<file path="config.mk">
export PLATFORM = sky130hd
export DESIGN_NAME = vga_pixel_feeder
export DESIGN_NICKNAME = d
export VERILOG_FILES = /design/src/rtl/vga_pkg.sv /design/src/rtl/pixel_fifo.sv /design/src/rtl/vga_pixel_feeder.sv
export SDC_FILE = /design/constraint.sdc
export NUM_CORES = 1
export LEC_CHECK = 0
export CAP_MARGIN = 20
export CORE_MARGIN = 5
export CORE_UTILIZATION = 40
export CTS_CLUSTER_SIZE = 28
export DETAILED_ROUTE_END_ITERATION = 16
export GPL_TIMING_DRIVEN = 0
export HOLD_SLACK_MARGIN = 0.08
export PLACE_DENSITY_LB_ADDON = 0.25
export SYNTH_ARGS = -nofsm -noshare
export SYNTH_HDL_FRONTEND = slang
export SYNTH_SLANG_ARGS = --single-unit
export TNS_END_PERCENT = 100
</file>
<file path="constraint.sdc">
create_clock -name CLK -period 8.8 [get_ports CLK]
set_input_delay 0.88 -clock CLK [delete_from_list [all_inputs] [get_ports CLK]]
set_output_delay 0.88 -clock CLK [all_outputs]
set_load 0.02 [all_outputs]
</file>
<file path="src/rtl/vga_pkg.sv">
// Shared types and widths for the VGA pixel feeder and its FIFO.
package vga_pkg;

    typedef enum logic [1:0] {
        WAIT_SOF = 2'd0,
        ARM      = 2'd1,
        RUN      = 2'd2
    } state_e;

    localparam int PIX_W  = 8;
    localparam int WORD_W = PIX_W + 1;

endpackage

</file>
<file path="src/rtl/pixel_fifo.sv">
// Synchronous show-ahead FIFO; head entry is read combinationally.
module pixel_fifo #(
    parameter int DEPTH = 16,
    parameter int WIDTH = 9
) (
    input  logic             clk,
    input  logic             rst_n,
    input  logic             push_i,
    input  logic [WIDTH-1:0] wdata_i,
    input  logic             pop_i,
    output logic [WIDTH-1:0] rdata_o,
    output logic             empty_o,
    output logic             full_o
);
    localparam int AW = $clog2(DEPTH);

    logic [WIDTH-1:0] mem_q [DEPTH];
    logic [AW:0]      wptr_q, wptr_d;
    logic [AW:0]      rptr_q, rptr_d;
    logic             do_push, do_pop;

    // Extra pointer bit distinguishes full from empty when the addresses match.
    assign empty_o = (wptr_q == rptr_q);
    assign full_o  = (wptr_q[AW] != rptr_q[AW]) && (wptr_q[AW-1:0] == rptr_q[AW-1:0]);
    assign do_push = push_i && !full_o;
    assign do_pop  = pop_i && !empty_o;
    assign rdata_o = mem_q[rptr_q[AW-1:0]];

    always_comb begin
        wptr_d = wptr_q;
        rptr_d = rptr_q;
        if (do_push) wptr_d = wptr_q + (AW+1)'(1);
        if (do_pop)  rptr_d = rptr_q + (AW+1)'(1);
    end

    always_ff @(posedge clk) begin
        if (do_push) mem_q[wptr_q[AW-1:0]] <= wdata_i;
    end

    always_ff @(posedge clk or negedge rst_n) begin
        if (!rst_n) begin
            wptr_q <= '0;
            rptr_q <= '0;
        end else begin
            wptr_q <= wptr_d;
            rptr_q <= rptr_d;
        end
    end

endmodule

</file>
<file path="src/rtl/vga_pixel_feeder.sv">
// Buffers a valid/ready pixel stream and feeds it to the VGA module,
// locked to the raster via start-of-frame marker and VSYNC.
//
// state    | meaning
// WAIT_SOF | discard words until an SOF word reaches the FIFO head
// ARM      | SOF at head, hold the FIFO until VSYNC is active
// RUN      | locked; one word consumed per displayed pixel
module vga_pixel_feeder
    import vga_pkg::*;
#(
    parameter int               H_ACTIVE   = 8,
    parameter int               V_ACTIVE   = 8,
    parameter int               DEPTH      = 16,
    parameter logic             VSYNC_POL  = 1'b0,
    parameter logic [PIX_W-1:0] FILL_COLOR = 8'h00
) (
    input  logic             CLK,
    input  logic             RESET_N,
    input  logic             CE,
    input  logic             PIXEL_EN,
    input  logic             VSYNC,
    input  logic [PIX_W-1:0] IN_DATA,
    input  logic             IN_SOF,
    input  logic             IN_VALID,
    output logic             IN_READY,
    output logic [PIX_W-1:0] PIXEL,
    output logic             LOCKED,
    output logic             UNDERFLOW,
    output logic             SOF_ERR,
    input  logic             CLR_FLAGS
);
    localparam int                FRAME_PIX = H_ACTIVE * V_ACTIVE;
    localparam int                PCNT_W    = (FRAME_PIX > 1) ? $clog2(FRAME_PIX) : 1;
    localparam logic [PCNT_W-1:0] PCNT_LAST = PCNT_W'(FRAME_PIX - 1);

    state_e            state_q, state_d;
    logic [PCNT_W-1:0] pcnt_q, pcnt_d;
    logic              underflow_q, underflow_d;
    logic              sof_err_q, sof_err_d;
    logic              locked_q;
    logic              uf_set, se_set;

    logic              fifo_push, fifo_pop, fifo_empty, fifo_full;
    logic [WORD_W-1:0] head;
    logic              head_sof;
    logic [PIX_W-1:0]  head_data;
    logic              disp_pop;

    assign fifo_push = IN_VALID && !fifo_full;

    pixel_fifo #(
        .DEPTH (DEPTH),
        .WIDTH (WORD_W)
    ) u_fifo (
        .clk     (CLK),
        .rst_n   (RESET_N),
        .push_i  (fifo_push),
        .wdata_i ({IN_SOF, IN_DATA}),
        .pop_i   (fifo_pop),
        .rdata_o (head),
        .empty_o (fifo_empty),
        .full_o  (fifo_full)
    );

    assign {head_sof, head_data} = head;
    assign disp_pop = CE && PIXEL_EN;

    always_comb begin
        state_d  = state_q;
        pcnt_d   = pcnt_q;
        fifo_pop = 1'b0;
        uf_set   = 1'b0;
        se_set   = 1'b0;
        case (state_q)
            WAIT_SOF: begin
                if (!fifo_empty) begin
                    if (head_sof) state_d  = ARM;
                    else          fifo_pop = 1'b1;
                end
            end
            ARM: begin
                if (VSYNC == VSYNC_POL) begin
                    state_d = RUN;
                    pcnt_d  = '0;
                end
            end
            RUN: begin
                if (disp_pop) begin
                    if (fifo_empty) begin
                        uf_set  = 1'b1;
                        state_d = WAIT_SOF;
                    end else if ((pcnt_q == '0) && !head_sof) begin
                        se_set   = 1'b1;
                        fifo_pop = 1'b1;
                        state_d  = WAIT_SOF;
                    end else if ((pcnt_q != '0) && head_sof) begin
                        // Keep the early SOF word so it can start the next frame.
                        se_set  = 1'b1;
                        state_d = ARM;
                    end else begin
                        fifo_pop = 1'b1;
                        pcnt_d   = (pcnt_q == PCNT_LAST) ? '0 : pcnt_q + PCNT_W'(1);
                    end
                end
            end
            default: state_d = WAIT_SOF;
        endcase
        underflow_d = CLR_FLAGS ? 1'b0 : (underflow_q || uf_set);
        sof_err_d   = CLR_FLAGS ? 1'b0 : (sof_err_q || se_set);
    end

    always_ff @(posedge CLK or negedge RESET_N) begin
        if (!RESET_N) begin
            state_q     <= WAIT_SOF;
            pcnt_q      <= '0;
            underflow_q <= 1'b0;
            sof_err_q   <= 1'b0;
            locked_q    <= 1'b0;
        end else begin
            state_q     <= state_d;
            pcnt_q      <= pcnt_d;
            underflow_q <= underflow_d;
            sof_err_q   <= sof_err_d;
            locked_q    <= (state_d == RUN);
        end
    end

    assign IN_READY  = !fifo_full;
    assign LOCKED    = locked_q;
    assign UNDERFLOW = underflow_q;
    assign SOF_ERR   = sof_err_q;
    assign PIXEL     = ((state_q == RUN) && !fifo_empty) ? head_data : FILL_COLOR;

endmodule

</file>
==> impl_metrics.ini, run 1 <==
[run_status]
status = completed

[logic_synthesis]
ys_top_cells_by_count = edfxtp_1 (144), mux4_2 (42), dfrtp_1 (21), nor2_1 (18), nand2_1 (14)
synth_ff_type = edfxtp_1
synth-seq-area-share_pct = 70.7
synth_largest_area_cell = edfxtp_1
syn_inst = 366
synth_most_common_cell = edfxtp_1
ys_seq_elements = 165
yosys.area.top_type_share_pct = 63.0
yosysUniqueCellTypes = 50
synth_area_leaders = edfxtp_1 (63%), mux4_2 (14%), dfrtp_1 (7.7%)
synth_warnings = 0
synth_area_mm2 = 0.00686
syn_avg_cell_area_um2 = 18.8
synth-edff-count = 144
syn_nets = 391
async_reset_ff_share_pct = 12.7

[cts]
root_buffer = clkbuf_16
cts.sinks = 165
numCtsBuffers = 17
clock_path_buffers = 2
cts_hold_buffers = 0
cts_tree = done
clkTransAtPathRegs_ps = 60
cts_resized = 0
htree_levels = 4
post_cts_buffers = 0
clkLatencyLatePin_ps = 420

[worst_setup_path]
crit_slowest_cell = clkbuf_1
r2r_slack_ps = 5510
crit_fanout = 10
path_buf_inv = 3
startpoint_type = flop
max_stage_delay_ps = 630
timing.rr.end = pcnt_q[2]
endpoint_kind = primary output
r2r-start = u_fifo.rptr_q[1]
crit_required_ps = 7920
r2r_cells = 10
crit_family = buffers and inverters
worst_ep_arrival_time_ps = 3390
crit_top_cell = mux4_2
critPathKind = flop to primary output
worstPathCellList = buf_6 > clkbuf_1 > mux4_2 > mux4_2 > nor2b_1 > clkdlybuf4s50_1

[cells_and_area]
fin_nets = 438
fin_cells = 646
layout-drive-gt1-share_pct = 21.8
n_fill_cell = 1393
diodes = 0
area_growth_pct = 17.0

[timing]
finalSetupViolCount = 0
fin_skew_ps = 12.1
drv_slew = 0
fin_crit_sh_pct = 48.5
setup_tns_ps = 0
finalWorstSetupSlack_ps = 4530
slew_headroom_pct = 28.1
rsz0062_at_grt = false
hold_viol = 0
fmax_mhz = 234
period_minus_slack_ps = 4270
max_slew.worst_pin.slew_ps = 1080

[die]
ios = 28
die-area_mm2 = 0.0199
core_mm2 = 0.0167
die_h_um = 141
initial_core_util_pct = 41.1
rows = 47
die_x_um = 141

[hold_path]
holdPathStages = 2
hold_path.startpoint = UNDERFLOW
hold_end = UNDERFLOW
min_path_type = flop to flop

[route]
ant_nets = 0
drtIter0Drc = 207
post-route-drc-count = 0
first_pass_iters = 5
vias = 3432
routedWlPerCell_um = 21.2
vias_per_cell = 5.31
wirelength_um = 13700

[grt]
use_met1_pct = 18.6
met2_usage_pct = 25.2
grt_pass1_vias = 3599
grt_max_degree = 22
antenna_found_initial = 0
grt_busiest_layer = met2
groute.usage.overall_pct = 14.6
grt_remaining_overflow = 0
grt_pass1_wl_um = 21200
grt_use_met3_pct = 3.73

[placed_design]
dp.cells = 613
port_buffers = 27
dp_slack_ps = 4930
place_congestion = 0.797
dp_hpwl_um = 9020

[power_and_ir_drop]
peakVddDrop_uv = 201
power_leakage_nw = 2.67
p_per_area_mw_per_mm2 = 312

[run]
cap_violations = 0
==> layer usage <==
metal  part of all wire [%]  wire length [um]
met1                     41              5700
met2                     53              7240
met3                    4.8               652
met4                    1.0               141
met5                      0                 0
==> layout by cell type, fill, tap and decap left out, types with 6 or more instances in the layout <==
cell type        instances
dfrtp_1                 21
nor2b_1                  9
clkbuf_1                 8
nor2_1                  18
clkdlybuf4s50_1         27
mux4_2                  42
nand2_1                 14
o21ai_0                  7
xnor2_1                  6
nand2b_1                 6
clkbuf_16               17
ha_1                     9
nand3_1                  7
edfxtp_1               144
inv_1                    9
==> stage by stage <==
step | cell area, um^2 | util [%] | power, W | hold WS, ps
2_1_floorplan | 6860 | - | 0.00157 | 502
3_3_place_gp | 7410 | 44.4 | 0.00180 | 489
3_5_place_dp | 7430 | 44.5 | 0.00181 | 492
4_1_cts | 8000 | 47.9 | 0.00253 | 508
5_1_grt | 8030 | 48.1 | 0.00263 | 535
6_report | 8030 | 48.1 | 0.00250 | 504
==> worst max path at each step <==
stage | startpoint | end | slack (ps) | cells after the start
after floorplan | u_fifo.rptr_q[0] | PIXEL[1] | 5910 | 5
after global placement | u_fifo.rptr_q[1] | PIXEL[2] | 4920 | 6
after detailed placement | u_fifo.rptr_q[1] | PIXEL[2] | 4930 | 6
after CTS | u_fifo.rptr_q[1] | PIXEL[2] | 4480 | 6
after global routing | u_fifo.rptr_q[1] | PIXEL[6] | 4390 | 6
final | u_fifo.rptr_q[1] | PIXEL[0] | 4530 | 6
==> cell families after synthesis <==
family	after synthesis	synth area share, %
DFF	165	70.7
and+or+nand+nor	76	6.02
muxes	45	14.8
AOI/OAI and AO/OA	35	3.81
buffers and inverters	25	1.71
xor gates and xnor gates	11	1.40
adders and majority gates	9	1.64
==> registers in the layout (all words and copies together) (netlist names) <==
signal,count
u_fifo.mem_q,144
pcnt_q,6
u_fifo.rptr_q,5
u_fifo.wptr_q,5
state_q,2
LOCKED,1
SOF_ERR,1
UNDERFLOW,1
==> report_power, final <==
group / leakage (nW) / internal, W / total [W] / switching, W
registers: 1.56 / 0.000952 / 0.000993 / 0.0000406
logic: 0.824 / 0.000369 / 0.000791 / 0.000422
clock network: 0.281 / 0.000400 / 0.000719 / 0.000318
==> tightest hold or removal path, delay by kind of cell (launching register included) <==
family	cells	cell delay [ps]
AOI/OAI and AO/OA	1	50
DFF	1	350
and+or+nand+nor	1	70
==> final cells by class <==
type                            instances  area [um^2]  share of cell area, %
Inverter                               10         40.0                  0.499
Clock buffer                           19          433                   5.39
Buffer                                 15         77.6                  0.966
Clock inverter                         13          138                   1.71
Timing Repair Buffer                   28          298                   3.71
Tap cell                              220          275                   3.43
Sequential cell                       165         4850                   60.4
Multi-Input combinational cell        176         1920                   23.9
(Power assumes the default switching activity.)
==> inputs of run 2 (changes only) <==
==> constraint.sdc (replaced) <==
create_clock -name CLK -period 3.7 [get_ports CLK]
set_input_delay 0.37 -clock CLK [delete_from_list [all_inputs] [get_ports CLK]]
set_output_delay 0.37 -clock CLK [all_outputs]
set_load 0.02 [all_outputs]
==> run 2 against run 1 <==
Sequential share of layout area barely moved. Core utilization barely moved. Worst hold slack got worse by 340 ps. Critical endpoint unchanged. Highest routed layer unchanged.
==> impl_metrics.ini, run 2 (same netlist as run 1, synthesis figures left out) <==
[run_status]
status = completed

[die]
die-area_mm2 = 0.0199
initial_core_util_pct = 41.1
core_mm2 = 0.0167
ios = 28
rows = 47
die_h_um = 141
die_x_um = 141

[route]
routedWlPerCell_um = 21.2
vias_per_cell = 5.31
wirelength_um = 13600
vias = 3425
ant_nets = 0
drtIter0Drc = 215
first_pass_iters = 4
post-route-drc-count = 0

[cts]
clkLatencyLatePin_ps = 420
root_buffer = clkbuf_16
cts_hold_buffers = 0
cts.sinks = 165
clkTransAtPathRegs_ps = 60
numCtsBuffers = 17
post_cts_buffers = 0
clock_path_buffers = 2
htree_levels = 4
cts_tree = done

[timing]
fin_skew_ps = 12.0
fmax_mhz = 283
fin_crit_sh_pct = 95.6
hold_viol = 0
period_minus_slack_ps = 3540
finalSetupViolCount = 0
setup_tns_ps = 0
finalWorstSetupSlack_ps = 164
rsz0062_at_grt = false
max_slew.worst_pin.slew_ps = 1080
holdWs_ps = 168
slew_headroom_pct = 27.9
drv_slew = 0

[cells_and_area]
area_growth_pct = 17.0
largest_register_ffs = 144
fin_nets = 437
layout-drive-gt1-share_pct = 22.4
diodes = 0
final_common_cell = edfxtp_1
finalInstanceArea_mm2 = 0.00803
mostFrequentLayoutCells = edfxtp_1 (144), mux4_2 (42), clkdlybuf4s50_1 (27)

[worst_setup_path]
endpoint_kind = primary output
startpoint_type = flop
worst_ep_arrival_time_ps = 3170
crit_required_ps = 3330
crit_fanout = 19
critPathKind = flop to primary output

[grt]
grt_remaining_overflow = 0
grt_pass1_wl_um = 21200
grt_pass1_vias = 3599
groute.usage.overall_pct = 14.6
grt_max_degree = 22
antenna_found_initial = 0

[power_and_ir_drop]
power_leakage_nw = 2.67
p_per_area_mw_per_mm2 = 740
peakVddDrop_uv = 476

[placed_design]
dp_hpwl_um = 9020
place_congestion = 0.797
port_buffers = 27
dp_slack_ps = 341
placed_area_mm2 = 0.00743

[run]
cap_violations = 0

[hold_path]
min_path_type = input pin to async pin
run 2: cell count changes in the layout (fill, tap and decap cells not counted), sizes merged:
cell | before | now
buf | 9 | 8
run 2: worst max-delay path, cell delays in order, from the launching register on:
cell             delay (ps)
dfrtp_1                 480
buf_6                   280
clkbuf_2                380
mux4_2                  390
mux4_2                  510
nor2b_1                 160
clkdlybuf4s50_1         550
run 2: per-layer routing:
metal | share of wire, % | global-route usage [%] | wire length, um | up-vias
met5 | 0 | 0 | 0 | -
met4 | 1.0 | 3.88 | 141 | 0
met3 | 6.3 | 3.73 | 866 | 11
met2 | 53 | 25.2 | 7170 | 95
met1 | 40 | 18.6 | 5470 | 1744
li1 | - | - | - | 1575
run 2: power by group:
group          internal, W  switching, W  leakage, nW  total, W
logic             0.000881      0.000994        0.830   0.00188
registers          0.00226     0.0000974         1.56   0.00236
clock network     0.000952      0.000755        0.281   0.00171
run 2: per-stage QoR:
| stage | total power [W] | util (%) | std cells |
|---|---|---|---|
| 3_5_place_dp | 0.00431 | 44.5 | 613 |
| 6_report | 0.00594 | 48.1 | 645 |
| 3_3_place_gp | 0.00427 | 44.4 | 613 |
| 2_1_floorplan | 0.00374 | - | 366 |
| 5_1_grt | 0.00627 | 48.1 | 645 |
| 4_1_cts | 0.00602 | 47.9 | 645 |
run 2: final cells by class:
class,count,area [um^2]
Buffer,14,82.6
Clock buffer,19,433
Clock inverter,13,138
Fill cell,1392,8670
Inverter,10,40.0
Multi-Input combinational cell,176,1920
Sequential cell,165,4850
Tap cell,220,275
Timing Repair Buffer,28,298
run 2: repair_timing:
| item | CTS | global route |
|---|---|---|
| gates resized for setup | 2 | 2 |
| setup endpoints to repair | 8 | 8 |
| hold endpoints to repair | 0 | 0 |
run 2: path summary, 6_finish.rpt:
kind                                  startpoint               end  slack [ps]  depth (start not counted)
worst max-delay path            u_fifo.rptr_q[1]          PIXEL[0]         160                          6
worst min-delay path                     RESET_N  u_fifo.wptr_q[1]         170                          1
worst max register to register  u_fifo.rptr_q[1]         pcnt_q[2]         320                         10
worst min register to register         UNDERFLOW         UNDERFLOW         500                          2
max in group asynchronous                RESET_N         pcnt_q[5]        3170                          2
min in group CLK                       UNDERFLOW         UNDERFLOW         500                          2
==> inputs of run 3 (changes only) <==
--- a/config.mk
+++ b/config.mk
@@ -6,10 +6,13 @@
 export NUM_CORES = 1
 export LEC_CHECK = 0
 export CAP_MARGIN = 20
+export CORE_ASPECT_RATIO = 2
 export CORE_MARGIN = 5
 export CORE_UTILIZATION = 40
+export CTS_CLUSTER_DIAMETER = 50
 export CTS_CLUSTER_SIZE = 28
 export DETAILED_ROUTE_END_ITERATION = 16
+export GPL_ROUTABILITY_DRIVEN = 0
 export GPL_TIMING_DRIVEN = 0
 export HOLD_SLACK_MARGIN = 0.08
 export PLACE_DENSITY_LB_ADDON = 0.25
==> run 3 against run 2 <==
Global-route usage up 2.3 points. Highest routed layer unchanged. Critical path type unchanged. Combinational power rose by 5%. Final cell count is 0.31% lower. First-iteration DRC count increased by 11%.
==> impl_metrics.ini, run 3 (same netlist as run 1, synthesis figures left out) <==
[run_status]
status = completed

[route]
routedWlPerCell_um = 24.4
drtIter0Drc = 238
first_pass_iters = 4
wirelength_um = 15700
vias = 3541
vias_per_cell = 5.51
ant_nets = 0
post-route-drc-count = 0

[grt]
grt_pass1_wl_um = 23800
groute.usage.overall_pct = 16.9
antenna_found_initial = 0
met2_usage_pct = 31.3
use_met1_pct = 18.3
grt_remaining_overflow = 0
grt_busiest_layer = met2
grt_use_met3_pct = 3.46
grt_max_degree = 22
grt_pass1_vias = 3902

[timing]
finalWorstSetupSlack_ps = 131
max_slew.worst_pin.slew_ps = 1110
drv_slew = 0
fmax_mhz = 280
fin_crit_sh_pct = 96.5
period_minus_slack_ps = 3570
slew_headroom_pct = 26.0
finalSetupViolCount = 0
fin_skew_ps = 5.45
setup_tns_ps = 0
rsz0062_at_grt = false
hold_viol = 0

[cells_and_area]
fin_nets = 449
n_fill_cell = 1369
largest_register_ffs = 144
final_common_cell = edfxtp_1
layout-drive-gt1-share_pct = 23.9
final_core_utilization_pct = 48.6
diodes = 0
seq_area_mm2 = 0.00485
mostFrequentLayoutCells = edfxtp_1 (144), mux4_2 (42), clkdlybuf4s50_1 (27)
area_growth_pct = 19.2
multiInputGateArea_mm2 = 0.00192

[run]
cap_violations = 0

[die]
core_mm2 = 0.0168
rows = 67
die_h_um = 195
die_x_um = 103
ios = 28
die-area_mm2 = 0.0200
initial_core_util_pct = 40.7

[power_and_ir_drop]
sw_frac_of_total_pct = 29.9
p_clk_share_pct = 29.5
p_per_area_mw_per_mm2 = 751
switchingPower_w = 0.00184
p_int_w = 0.00431
total_power_w = 0.00615
peakVddDrop_uv = 371
power_leakage_nw = 2.75
seq_power_share_pct = 38.5
p_comb_share_pct = 32.0

[cts]
clkLatencyLatePin_ps = 420
cts_tree = done
post_cts_buffers = 0
htree_levels = 4
clock_path_buffers = 2
clkTransAtPathRegs_ps = 60
cts.sinks = 165
root_buffer = clkbuf_16
numCtsBuffers = 17

[worst_setup_path]
r2r_cells = 10
r2r_slack_ps = 380
worst_ep_arrival_time_ps = 3200
critPathKind = flop to primary output
timing.rr.end = pcnt_q[2]
crit_start = u_fifo.rptr_q[0]
r2r-start = u_fifo.rptr_q[1]
endpoint_kind = primary output
crit_required_ps = 3330
crit_fanout = 10
startpoint_type = flop

[placed_design]
port_buffers = 27
dp_hpwl_um = 10800
dp_slack_ps = 351

[hold_path]
min_path_type = input pin to async pin
==> run 3: changes by cell type in the layout (fill, tap and decap cells not counted), sizes merged <==
cell	previous run	this run
clkinv	4	3
buf	8	20
clkinvlp	0	2
bufinv	1	4
inv	18	10
clkbuf	26	29
==> run 3: power groups by stage <==
stage          Sequential, W  Combinational, W  Clock, W
4_1_cts              0.00237           0.00199   0.00184
2_1_floorplan        0.00238           0.00136         0
3_5_place_dp         0.00241           0.00198         0
6_report             0.00237           0.00197   0.00181
5_1_grt              0.00239           0.00212   0.00191
3_3_place_gp         0.00240           0.00190         0
==> run 3: layer usage <==
metal  vias up  share of wire (%)
met5         -                  0
met4         0                2.3
met3        24                3.7
met2        92                 59
met1      1840                 35
li1       1585                  -
==> run 3: how the worst max path moves through the flow <==
| stage | endpoint | slack (ps) | cells after the start |
|---|---|---|---|
| floorplan | pcnt_q[2] | 860 | 10 |
| global placement | u_fifo.mem_q[2][1] | 220 | 6 |
| detailed placement | PIXEL[6] | 350 | 6 |
| CTS | PIXEL[6] | 5 | 6 |
| global route | PIXEL[6] | 10 | 6 |
| finish | PIXEL[6] | 130 | 6 |
==> run 3: cell type report <==
type,instances,share of cell area (%)
Multi-Input combinational cell,176,23.4
Clock inverter,9,1.88
Clock buffer,22,5.43
Tap cell,207,3.16
Buffer,14,1.09
Timing Repair Buffer,40,5.29
Sequential cell,165,59.2
Inverter,10,0.489
==> run 3: timing repair <==
action                                  CTS  global route
endpoints found under the setup margin    8             5
resized for setup                         4             2
hold buffers                              0             0
==> run 3: critical path: stages, from the launching register on <==
cell             delay [ps]
dfrtp_1                 480
buf_6                   240
buf_4                   280
mux4_2                  540
mux4_2                  470
nor2b_1                 160
clkdlybuf4s50_1         600
==> run 3: through the flow <==
step | instances | instance area [um^2] | hold WS [ps]
floorplan | 366 | 6860 | 74.4
global placement | 600 | 7390 | 494
detailed placement | 609 | 7510 | 509
CTS | 639 | 8120 | 502
global route | 643 | 8190 | 197
finish | 643 | 8190 | 192
